[src/rtl/hier_lane_pipeline.sv]
// hier_lane_pipeline: CHANNELS parallel lanes. Each lane combines in0/in1 with
// one shared op (XOR/AND/OR/ADD). The results then pass through a DEPTH-stage
// stallable pipeline that uses one valid/ready handshake for all lanes.
// Stage ready is fully combinational, so bubbles collapse even while the sink
// stalls the pipeline.
// Optional feature: define HIER_LANE_PARITY_EN to add the out_parity port.
// That port gives the per-lane even parity of out_data.
module hier_lane_pipeline #(
  parameter int unsigned WIDTH    = 2,
  parameter int unsigned CHANNELS = 2,
  parameter int unsigned DEPTH    = 2
) (
  input  logic                      clk,
  input  logic                      rst,
  input  logic                      in_valid,
  output logic                      in_ready,
  input  logic [1:0]                in_mode,
  input  logic [CHANNELS*WIDTH-1:0] in0,
  input  logic [CHANNELS*WIDTH-1:0] in1,
  output logic                      out_valid,
  input  logic                      out_ready,
  output logic [CHANNELS*WIDTH-1:0] out_data,
  output logic [15:0]               out_count
`ifdef HIER_LANE_PARITY_EN
  ,
  output logic [CHANNELS-1:0]       out_parity
`endif
);

  localparam int unsigned DW = CHANNELS * WIDTH;

  typedef enum logic [1:0] {
    OpXor = 2'd0,
    OpAnd = 2'd1,
    OpOr  = 2'd2,
    OpAdd = 2'd3
  } op_e;

  op_e             op;
  logic [DW-1:0]   op_result;
  logic [WIDTH-1:0] lane_a, lane_b, lane_r;
  logic [DEPTH:0]  rdy;
  logic            accept;
  logic [15:0]     count_q;

  assign op = op_e'(in_mode);

  // Apply the selected op lane by lane. ADD is truncated to WIDTH bits, so
  // no carry crosses into the next lane.
  always_comb begin
    op_result = '0;
    lane_a    = '0;
    lane_b    = '0;
    lane_r    = '0;
    for (int unsigned i = 0; i < CHANNELS; i++) begin
      lane_a = in0[i*WIDTH +: WIDTH];
      lane_b = in1[i*WIDTH +: WIDTH];
      case (op)
        OpXor:   lane_r = lane_a ^ lane_b;
        OpAnd:   lane_r = lane_a & lane_b;
        OpOr:    lane_r = lane_a | lane_b;
        OpAdd:   lane_r = lane_a + lane_b;
        default: lane_r = '0;
      endcase
      op_result[i*WIDTH +: WIDTH] = lane_r;
    end
  end

  assign rdy[DEPTH] = out_ready;
  assign in_ready   = rdy[0] && !rst;
  assign accept     = in_valid && in_ready;

  for (genvar k = 0; k < DEPTH; k++) begin : g_stage
    logic          valid_q;
    logic [DW-1:0] data_q;

    // A stage can load when it is empty or its content moves on this cycle.
    assign rdy[k] = !valid_q || rdy[k+1];

    if (k == 0) begin : g_first
      // Stage 0 captures the combined operands from the input handshake.
      always_ff @(posedge clk) begin
        if (rst) begin
          valid_q <= 1'b0;
          data_q  <= '0;
        end else if (rdy[0]) begin
          valid_q <= accept;
          data_q  <= op_result;
        end
      end
    end else begin : g_next
      // Later stages take the content of the stage behind them.
      always_ff @(posedge clk) begin
        if (rst) begin
          valid_q <= 1'b0;
          data_q  <= '0;
        end else if (rdy[k]) begin
          valid_q <= g_stage[k-1].valid_q;
          data_q  <= g_stage[k-1].data_q;
        end
      end
    end
  end

  assign out_valid = g_stage[DEPTH-1].valid_q;
  assign out_data  = g_stage[DEPTH-1].data_q;

  // Count completed output beats. The count wraps at 16 bits.
  always_ff @(posedge clk) begin
    if (rst) begin
      count_q <= '0;
    end else if (out_valid && out_ready) begin
      count_q <= count_q + 16'd1;
    end
  end

  assign out_count = count_q;

`ifdef HIER_LANE_PARITY_EN
  // Per-lane parity of the last stage, forced low while reset is asserted.
  always_comb begin
    out_parity = '0;
    if (!rst) begin
      for (int unsigned i = 0; i < CHANNELS; i++) begin
        out_parity[i] = ^out_data[i*WIDTH +: WIDTH];
      end
    end
  end
`endif

endmodule

[config.mk]
export PLATFORM = sky130hd
export DESIGN_NAME = hier_lane_pipeline
export DESIGN_NICKNAME = d
export VERILOG_FILES = /design/src/rtl/hier_lane_pipeline.sv
export SDC_FILE = /design/constraint.sdc
export NUM_CORES = 1
export LEC_CHECK = 0
export CORE_UTILIZATION = 48
export CTS_CLUSTER_DIAMETER = 50
export DETAILED_ROUTE_END_ITERATION = 7
export GPL_ROUTABILITY_DRIVEN = 0
export GPL_TIMING_DRIVEN = 0
export MAX_ROUTING_LAYER = met4
export PLACE_DENSITY = 0.78
export SYNTH_ARGS = -nofsm -noshare
export SYNTH_HDL_FRONTEND = slang
export SYNTH_SLANG_ARGS = --single-unit
[constraint.sdc]
create_clock -name clk -period 1.89 [get_ports clk]
set_input_delay 0.378 -clock clk [delete_from_list [all_inputs] [get_ports clk]]
set_output_delay 0.378 -clock clk [all_outputs]
set_load 0.03 [all_outputs]
==> summary.txt <==
Drt
  – ANT nets after route: 0
  – WL per Instance: 11.5 um
  – Drt first pass iters: 4
  – WL final: 2.65 mm
  – Initial DRC count: 13
  – Routed vias: 1224
  – DR vias/cell: 5.30
  – Drt drc: 0

Critical path
  – Critical path arrival: 1.47 ns
  – Crit Path Class: reg2out
  – Crit start category: flip-flop
  – Maximum fanout along the worst path: 5
  – Worst endpoint required time: 1.51 ns
  – Nature of the critical path endpoint: primary output
  – Critical path cell sequence: buf_4 -> clkdlybuf4s50_1
  – Slowest CP cell: clkdlybuf4s50_1
  – CP peak stage delay: 0.65 ns

Timing
  – Fin. Hold Viols: 0
  – Final worst path period share: 0.978
  – Setup violations, final: 0
  – Worst Clk Skew: 0.00229 ns
  – Slew HR: 0.699
  – Minimum clock period: 1.85 ns
  – Worst-Margin Slew: 0.451 ns
  – Max Fclk: 541 MHz
  – RSZ-0062 raised after global routing: no
  – Final Hold Slack: 0.465 ns
  – Max Slew Vio Count: 0

Global route
  – Vias in the first global route: 1134
  – Global route overflow: 0
  – Pin count of the biggest net entering global routing: 14
  – Global-route wire length before repair: 4.33 mm
  – Antenna violations before repair: 0
  – Total global-route track usage: 0.207

Yosys
  – Post-synth EDFFs: 0
  – Post-synthesis sequential area ratio: 0.383
  – Prevailing post-synth register cell: dfxtp_1
  – Synthesis-stage register bit count: 26
  – Syn Area/Cell: 8.33 um^2
  – Yosys warns: 0
  – Syn nets: 186
  – Yosys cell types: 28
  – Post-Syn Instances: 163
  – Area of the mapped netlist: 1360 um^2
  – FFs w/ async S/R, synth: 0

Finish
  – Fin nets: 226
  – Share of cells above drive strength 1: 0.0945
  – Seq. cell area: 524 um^2
  – Fillers: 222
  – Area growth, synth to finish: 32.3%
  – Multi-input gate area: 777 um^2
  – Diode count: 0

Min path
  – Worst hold path type: reg2reg

Power and ir drop
  – Leakage: 0.802 nW
  – Pwr dens: 540 nW/um^2
  – Max VDD drop: 0.334 mV
  – Clock network power share: 0.243
  – Sw Pwr: 0.252 mW
  – Switching Share: 0.260
  – Part of the power in registers: 0.593
  – Internal Pwr Total: 0.717 mW
  – Logic pwr share: 0.164
  – Overall Power: 0.969 mW

Placed design
  – HPWL Detailed: 2.10 mm
  – IO buf count: 34

Floorplan
  – DIE HEIGHT: 55.2 um
  – Core Area: 2570 um^2
  – Starting density of the core: 0.529
  – Die X: 55.2 um
  – I/O pin count: 36
  – Cell row count: 18
  – Die area: 3040 um^2

Flow run
  – Max Cap Viol: 0

Clock network
  – Root Buffer: clkbuf_4
  – Bufs on Longest Clock Path: 2
  – Clk pin slew, worst setup/hold paths: 0.13 ns
  – Sink Count: 26
  – CTS HTree Levels: 1
  – Clock buffer count from CTS: 3
  – Clk_lat worst skew: 0.32 ns
  – CTS tree: yes

Run status
  – Outcome: complete, no violations
[Yosys cell counts (2+ instances only)]
| cell type | number | area share |
|---|---|---|
| xnor2_1 | 8 | 0.052 |
| mux2_2 | 3 | 0.025 |
| mux2_1 | 3 | 0.025 |
| xor2_1 | 4 | 0.026 |
| clkbuf_1 | 6 | 0.017 |
| a211oi_1 | 8 | 0.044 |
| ha_1 | 9 | 0.083 |
| nand3_1 | 6 | 0.022 |
| nor3_1 | 7 | 0.026 |
| nor4_1 | 3 | 0.014 |
| nor2b_1 | 3 | 0.014 |
| nand2_1 | 15 | 0.041 |
| dfxtp_1 | 26 | 0.38 |
| nor2_1 | 30 | 0.083 |
| a21oi_1 | 8 | 0.029 |
| nand4_1 | 2 | 0.0092 |
| inv_1 | 11 | 0.030 |
[power groups by stage]
stage | clock, mW | combinational, mW | sequential (mW)
after CTS | 0.236 | 0.160 | 0.574
after global routing | 0.256 | 0.176 | 0.577
after floorplan | 0 | 0.0762 | 0.601
final | 0.235 | 0.159 | 0.574
after global placement | 0 | 0.149 | 0.587
after detailed placement | 0 | 0.155 | 0.588
[logic make-up (layout without fill, tap and decap cells)]
logic type               count (synthesis)  after routing  share of synthesized area
XOR/XNOR                                12             12                     0.0774
AO/OA/AOI/OAI                           17             17                     0.0774
flip-flops                              26             26                      0.383
buffers and inverters                   17             55                     0.0470
adder cells (fa/ha/maj)                  9              9                     0.0830
AND/OR/NAND/NOR                         76             76                      0.282
multiplexers                             6              6                     0.0498
[worst max-delay path, delay by kind of cell, from the launching register on]
family / cells / cell delay (ns)
flops: 1 / 0.39
buf+inv: 2 / 0.76
[cell type report]
type                       count  share of cell area
buffer                         4             0.00906
clock buffer                   3              0.0125
inverter                      11              0.0230
multi-input combinational    120               0.433
sequential                    26               0.292
tap                           30              0.0209
timing repair buffer          37               0.210
[what timing repair did]
item                                    4_1_cts  5_1_grt
gates resized for setup                      15        8
endpoints found under the setup margin        3        6
buffers inserted                              3        0
hold buffers                                  0        0
[path summary, 6_finish.rpt]
| check | startpoint | endpoint | slack (ns) | depth (start not counted) |
|---|---|---|---|---|
| max | out_valid | out_valid | 0.04 | 2 |
| min | out_data[0] | out_data[0] | 0.46 | 2 |
| max reg2reg | out_count[3] | out_count[15] | 0.14 | 4 |
| min reg2reg | out_data[0] | out_data[0] | 0.46 | 2 |
[sequential cells by signal, indices dropped and copies added, names as in the netlist]
signal and count:
out_valid 1, out_data 4, out_count 16, g_stage.valid_q 1
g_stage.data_q 4
[per-stage QoR]
| stage | instances | worst slack [ns] | utilization | setup TNS (ns) | area, um^2 |
|---|---|---|---|---|---|
| 2_1_floorplan | 163 | 0.0672 | - | 0 | 1360 |
| 3_3_place_gp | 227 | -0.897 | 0.676 | -2.71 | 1740 |
| 3_5_place_dp | 227 | -0.909 | 0.676 | -3.17 | 1740 |
| 4_1_cts | 232 | 0.00421 | 0.694 | 0 | 1780 |
| 5_1_grt | 231 | 0.00129 | 0.699 | 0 | 1800 |
| 6_report | 231 | 0.0420 | 0.699 | 0 | 1800 |
[layer usage]
layer  part of all wire  GRT usage  vias to the layer above
li1                   -          -                      625
met1               0.40      0.205                      563
met2               0.55      0.406                       31
met3              0.027     0.0164                        5
met4              0.018     0.0875                        0
met5                  0          -                        -
[placed cells by master, fill, tap and decap left out, types with 2 or more instances in the layout]
cell             instances
nor2b_1                  3
xor2_1                   4
nand3_1                  6
nand4_1                  2
dlymetal6s2s_1           5
nand2_1                 15
a21oi_1                  8
clkdlybuf4s50_1         26
xnor2_1                  8
nor3_1                   7
a211oi_1                 8
clkbuf_1                 3
ha_1                     9
mux2_1                   3
dfxtp_1                 25
nor2_1                  29
inv_1                   11
nor4_1                   3
mux2_2                   3
clkbuf_4                 3
buf_4                    3
(Power assumes the default switching activity.)
